**config.mk**
```make
export PLATFORM = sky130hd
export DESIGN_NAME = fifo_serial_transmitter_flat
export DESIGN_NICKNAME = d
export VERILOG_FILES = /design/src/rtl/fifo_serial_transmitter_if.sv /design/src/rtl/fifo_serial_transmitter.sv /design/src/flat_wrapper.sv
export SDC_FILE = /design/constraint.sdc
export NUM_CORES = 1
export LEC_CHECK = 0
export CORE_MARGIN = 2
export CORE_UTILIZATION = 30
export DETAILED_ROUTE_END_ITERATION = 10
export GPL_TIMING_DRIVEN = 0
export PLACE_DENSITY = 0.45
export SLEW_MARGIN = 20
export SYNTH_ARGS = -nofsm -noshare
export SYNTH_HDL_FRONTEND = slang
export SYNTH_SLANG_ARGS = --single-unit
```
**constraint.sdc**
```tcl
create_clock -name Clk_In -period 4.9 [get_ports Clk_In]
set_input_delay 1.225 -clock Clk_In [delete_from_list [all_inputs] [get_ports Clk_In]]
set_output_delay 1.225 -clock Clk_In [all_outputs]
set_load 0.005 [all_outputs]
```
**src/rtl/fifo_serial_transmitter_if.sv**
```systemverilog
`default_nettype none
// ============================================================================
// Module      : fifo_serial_transmitter_if
// Description : FIFO read-port bundle between the queue and its serial
//               transmitter. The transmitter side owns the pop request.
// Revision    : 1.0 - initial release
// ============================================================================
interface fifo_serial_transmitter_if;
   logic       Fifo_Read_Enable_Out;
   logic       Fifo_Empty_In;
   logic [7:0] Fifo_Data_In;

   // Transmitter side: issues pops, observes empty flag and read data
   modport master (
      output Fifo_Read_Enable_Out,
      input  Fifo_Empty_In,
      input  Fifo_Data_In
   );

   // FIFO side: answers pops with data and reports occupancy
   modport slave (
      input  Fifo_Read_Enable_Out,
      output Fifo_Empty_In,
      output Fifo_Data_In
   );
endinterface
`default_nettype wire

```
**src/rtl/fifo_serial_transmitter.sv**
```systemverilog
`default_nettype none
// ============================================================================
// Module      : fifo_serial_transmitter
// Description : Drains an 8-bit FIFO and sends each byte as an asynchronous
//               frame: start bit, 8 data bits LSB first, optional parity,
//               stop bit. All outputs are registered.
// Revision    : 1.0 - initial release
// ============================================================================
module fifo_serial_transmitter #(
   parameter int CLKS_PER_BIT  = 16,
   parameter int PARITY_ENABLE = 0,
   parameter int PARITY_ODD    = 0
) (
   input  wire                       Clk_In,
   input  wire                       Reset_In,
   input  wire                       Enable_In,
   fifo_serial_transmitter_if.master fifo,
   output logic                      Tx_Out,
   output logic                      Busy_Out,
   output logic                      Frame_Done_Out
);

   localparam int               BAUD_W     = $clog2(CLKS_PER_BIT);
   localparam logic [BAUD_W-1:0] BAUD_LAST = BAUD_W'(CLKS_PER_BIT - 1);
   localparam logic             USE_PARITY = (PARITY_ENABLE != 0);
   localparam logic             PARITY_INV = (PARITY_ODD != 0);

   typedef enum logic [2:0] {
      IDLE   = 3'd0,
      LOAD   = 3'd1,
      START  = 3'd2,
      DATA   = 3'd3,
      PARITY = 3'd4,
      STOP   = 3'd5
   } state_t;

   state_t            state, state_next;
   logic [BAUD_W-1:0] baud_cnt, baud_next;
   logic [2:0]        bit_cnt, bit_next;
   logic [7:0]        shift, shift_next;
   logic              parity, parity_next;
   logic              tx_next, read_next, done_next, busy_next;
   logic              baud_wrap;

   assign baud_wrap = (baud_cnt == BAUD_LAST);

   // State, counters, data path and registered outputs; async reset idles the line
   always_ff @(posedge Clk_In or posedge Reset_In) begin
      if (Reset_In) begin
         state                     <= IDLE;
         baud_cnt                  <= '0;
         bit_cnt                   <= '0;
         shift                     <= '0;
         parity                    <= 1'b0;
         Tx_Out                    <= 1'b1;
         Busy_Out                  <= 1'b0;
         Frame_Done_Out            <= 1'b0;
         fifo.Fifo_Read_Enable_Out <= 1'b0;
      end else begin
         state                     <= state_next;
         baud_cnt                  <= baud_next;
         bit_cnt                   <= bit_next;
         shift                     <= shift_next;
         parity                    <= parity_next;
         Tx_Out                    <= tx_next;
         Busy_Out                  <= busy_next;
         Frame_Done_Out            <= done_next;
         fifo.Fifo_Read_Enable_Out <= read_next;
      end
   end

   // Next-state and next-output decode for the frame sequencer
   always_comb begin
      state_next  = state;
      baud_next   = baud_wrap ? '0 : baud_cnt + BAUD_W'(1);
      bit_next    = bit_cnt;
      shift_next  = shift;
      parity_next = parity;
      tx_next     = Tx_Out;
      read_next   = 1'b0;
      done_next   = 1'b0;

      case (state)
         IDLE: begin
            tx_next = 1'b1;
            if (Enable_In && !fifo.Fifo_Empty_In) begin
               read_next  = 1'b1;
               state_next = LOAD;
            end
         end
         LOAD: begin
            // Read data is valid on this edge, one cycle after the pop pulse
            shift_next  = fifo.Fifo_Data_In;
            parity_next = (^fifo.Fifo_Data_In) ^ PARITY_INV;
            bit_next    = 3'd0;
            tx_next     = 1'b0;
            state_next  = START;
         end
         START: begin
            if (baud_wrap) begin
               tx_next    = shift[0];
               state_next = DATA;
            end
         end
         DATA: begin
            if (baud_wrap) begin
               if (bit_cnt == 3'd7) begin
                  if (USE_PARITY) begin
                     tx_next    = parity;
                     state_next = PARITY;
                  end else begin
                     tx_next    = 1'b1;
                     state_next = STOP;
                  end
               end else begin
                  // Next bit is already sitting one place up in the register
                  shift_next = {1'b0, shift[7:1]};
                  tx_next    = shift[1];
                  bit_next   = bit_cnt + 3'd1;
               end
            end
         end
         PARITY: begin
            if (baud_wrap) begin
               tx_next    = 1'b1;
               state_next = STOP;
            end
         end
         STOP: begin
            if (baud_wrap) begin
               tx_next    = 1'b1;
               done_next  = 1'b1;
               state_next = IDLE;
            end
         end
         default: begin
            tx_next    = 1'b1;
            state_next = IDLE;
         end
      endcase

      // Every bit period starts from a fresh count on entry to a new state
      if (state_next != state) begin
         baud_next = '0;
      end

      busy_next = (state_next != IDLE);
   end

endmodule
`default_nettype wire

```
**src/flat_wrapper.sv**
```systemverilog
// flat-port wrapper written by rule: the top's interface ports become plain ports
module fifo_serial_transmitter_flat 
#(
   parameter int CLKS_PER_BIT  = 16,
   parameter int PARITY_ENABLE = 0,
   parameter int PARITY_ODD    = 0
)
  (Clk_In, Reset_In, Enable_In, Tx_Out, Busy_Out, Frame_Done_Out, fifo_Fifo_Read_Enable_Out, fifo_Fifo_Empty_In, fifo_Fifo_Data_In);
  fifo_serial_transmitter_if fifo_i ();
  input  wire Clk_In;
  input  wire Reset_In;
  input  wire Enable_In;
  output logic Tx_Out;
  output logic Busy_Out;
  output logic Frame_Done_Out;
  output wire logic [$bits(fifo_i.Fifo_Read_Enable_Out)-1:0] fifo_Fifo_Read_Enable_Out;
  input wire logic [$bits(fifo_i.Fifo_Empty_In)-1:0] fifo_Fifo_Empty_In;
  input wire logic [$bits(fifo_i.Fifo_Data_In)-1:0] fifo_Fifo_Data_In;
  assign fifo_Fifo_Read_Enable_Out = fifo_i.Fifo_Read_Enable_Out;
  assign fifo_i.Fifo_Empty_In = fifo_Fifo_Empty_In;
  assign fifo_i.Fifo_Data_In = fifo_Fifo_Data_In;
  fifo_serial_transmitter #(.CLKS_PER_BIT(CLKS_PER_BIT), .PARITY_ENABLE(PARITY_ENABLE), .PARITY_ODD(PARITY_ODD)) u_core (.Clk_In(Clk_In), .Reset_In(Reset_In), .Enable_In(Enable_In), .fifo(fifo_i), .Tx_Out(Tx_Out), .Busy_Out(Busy_Out), .Frame_Done_Out(Frame_Done_Out));
endmodule
```
==> results.md <==
- Status: finished clean
- R2r endpoint: u_core.shift[4]$_DFFE_PP0P_
- Placed Area: 1350 um2
- FF-to-FF path depth: 6
- GRT Resource Usage Total: 13.1%
- Top_reg_cell synth: dfrtp_1
- CTS tree: done
- Average instance area after synthesis: 9.72 um2
- Hold WC Path Type: register to register
- Largest family of logic cells by synthesized area: compound AO/OA/AOI/OAI gates
- Clock network power share: 45.7%
- Min-delay src: u_core.baud_cnt[0]$_DFF_PP0_
- Sequential area share after synthesis: 48.5%
- Die W: 65.6 um
- Clock Sinks: 22
- Async set-reset flop share out of synthesis: 100%
- CTS Buf Count: 3
- Synth cell types: 38
- Post-layout min period: 2.53 ns
- Reg power frac: 49.6%
- Slowest stage delay, CP: 0.54 ns
- Number of global-route vias before repair: 923
- Max VDD drop: 0.000109 V
- Final WL: 2420 um
- Reg2Reg Setup Slack: 3.10 ns
- Final hold viol count: 0
- Core area: 3660 um2
- Setup crit end kind: primary output
- Initial drt markers: 33
- Most frequent cell after synthesis: dfrtp_1
- GR Util met2: 20.5%
- Setup Crit Path Kind: register to primary output
- M1 GR Usage: 18.2%
- Pre-antenna DRT Iters: 4
- Dominant cells by area after synthesis: dfrtp_1 46%, nor2_1 4.3%, o21ai_0 4.0%, a22o_1 3.9%, o22ai_1 3.9%
- Crit path max-delay cell type: dfstp_2
- Top Usage Layer GRT: met2
- CP Launch Type: register
- Worst-path cell chain: clkdlybuf4s50_1
- Largest net degree at the start of global routing: 23
- Mapped Nets: 132
- Clock Path Buffers: 2
- Layout Area Growth over Synthesis: 24.8%
- Die area: 4300 um2
- Mapped Cells: 117
- Hold endpoint: u_core.baud_cnt[0]$_DFF_PP0_
- # hold bufs at CTS: 0
- Postcts setup bufs: 0
- Setup TNS: 0 ns
- Antenna Cells: 0
- Post-route antenna net violation count: 0
- Area fraction in compound gates after synthesis: 21.9%
- Synth Area in Adders: 3.30%
- Sw Ratio: 19.0%
- Critical path's top delay family: flip-flops
- Average vias per placed instance: 4.96
- Internal power: 0.305 mW
- Root buf cell: clkbuf_8
- Lkg Pwr: 0.616 nW
- Commonest cells in the netlist: 21 x dfrtp_1, 13 x nor2_1, 9 x o21ai_0, 8 x a21oi_1, 8 x nand2_1
- Post_cts resized: 0
- Combinational power share: 4.7%
- Buf+Inv Stages, Crit Path: 1
- WP data arrival: 1.30 ns
- NetSw: 0.0714 mW
- Initial antenna violation count: 0
- Share of layout cells above drive strength 1: 11.8%
- Synth area leader: dfrtp_1
- IO Count: 16
- Setup Skew: 0.00376 ns
- Cell area power density: 265 nW/um2
- Yosys warns: 0
- Fmax: 395 MHz
- Die H: 65.6 um
- Max cap viols: 0
- RSZ-0062 raised after global routing: false
- Slew margin rel.: 42.4%
- Clk Latency, worst-skew pair: 0.27 ns
- Worst Hold Depth: 1
- GR Overflow Total: 0
- Grt met3 use: 2.57%
- # H-tree levels: 1
- CP Max Fanout: 3
- Num rows: 22
- First-pass GRT wire length: 4360 um
- Simple-gate share of the synthesized area: 19.7%
- Nets: 152
- Initial cell density of the core: 31.1%
- Post-route clock period utilization: 51.6%
- Clock slew at reported path FFs: 0.08 ns
- Buffers on Ports: 15
- Residual DRC: 0
- Yosys top cell area share: 46.2%
- Vias: 912
- Fin util: 38.8%
- Placer Congestion: 0.725
- Worst slew pin tran: 0.863 ns
- Yosys reg bits: 22
- Post-synthesis cell area: 1140 um2
- Reg2reg start: u_core.bit_cnt[0]$_DFFE_PP0P_
- Setup Viol. Count Final: 0
- Multiplexer share of the synthesized area: 0%
- Fin. max-slew vios: 0
- Synth Area in XOR/XNOR: 1.54%
- Post-DP HPWL: 1790 um
- Cell area after layout: 1420 um2
- Data required, critical path: 3.67 ns
- Post-synth EDFFs: 0
- Wire per inst: 13.2 um
## power by group through the flow
stage / clock network, mW / logic [mW] / registers (mW)
after global routing: 0.183 / 0.0197 / 0.187
final: 0.172 / 0.0175 / 0.187
after CTS: 0.177 / 0.0182 / 0.187
after floorplan: 0 / 0.00639 / 0.190
after global placement: 0 / 0.0178 / 0.190
after detailed placement: 0 / 0.0180 / 0.190
## through the flow
stage	std cells	power [mW]	setup WS (ns)	hold slack [ns]
CTS	184	0.382	2.36	0.522
detailed placement	180	0.208	2.45	0.510
finish	184	0.376	2.37	0.520
floorplan	117	0.196	2.99	0.460
global route	184	0.390	2.33	0.557
global placement	180	0.208	2.47	0.487
## layer usage
| metal | up-vias | part of all wire, % |
|---|---|---|
| met3 | 4 | 2.0 |
| met1 | 445 | 52 |
| met4 | 0 | 0.99 |
| met5 | - | 0 |
| li1 | 455 | - |
| met2 | 8 | 45 |
## cell type report
class                           count  area, um2
Clock inverter                      1       30.0
Fill cell                         380       2240
Inverter                            4       15.0
Buffer                              7       42.5
Clock buffer                        3       41.3
Sequential cell                    22        552
Tap cell                           48       60.1
Timing Repair Buffer               15        150
Multi-Input combinational cell     84        528
## registers in the layout (all words and copies together) (netlist names)
signal and flops:
u_core.baud_cnt 4, u_core.Tx_Out 1, u_core.Busy_Out 1, u_core.fifo.Fifo_Read_Enable_Out 1, u_core.state 3, u_core.shift 8
u_core.Frame_Done_Out 1, u_core.bit_cnt 3
## cell usage in the layout, fill, tap and decap left out, types with 2 or more instances in the layout
cell             count
a21oi_1              8
a22o_1               5
and2_1               3
buf_2                4
clkbuf_8             3
clkdlybuf4s50_1     15
dfrtp_1             21
ha_1                 3
inv_1                4
nand2_1              8
nand3b_1             2
nor2_1              13
nor2b_1              2
nor3_1               2
nor3b_1              2
o21ai_0              9
o22ai_1              7
xnor2_1              2
## worst max-delay path by stage
stage | startpoint | end | slack, ns | depth (start not counted)
global placement | Enable_In | u_core.baud_cnt[1]$_DFF_PP0_ | 2.47 | 5
finish | u_core.Tx_Out$_DFFE_PP1P_ | Tx_Out | 2.37 | 1
CTS | u_core.Tx_Out$_DFFE_PP1P_ | Tx_Out | 2.36 | 1
floorplan | Enable_In | u_core.baud_cnt[1]$_DFF_PP0_ | 2.99 | 4
detailed placement | Enable_In | u_core.baud_cnt[3]$_DFF_PP0_ | 2.45 | 5
global route | u_core.Tx_Out$_DFFE_PP1P_ | Tx_Out | 2.33 | 1
## logic make-up after synthesis
kind of cell / Yosys count
and+or+nand+nor: 41
xor gates and xnor gates: 2
adders and majority gates: 3
DFF: 22
AOI/OAI and AO/OA: 38
buffers and inverters: 11
Power figures use the tool's default switching activity.
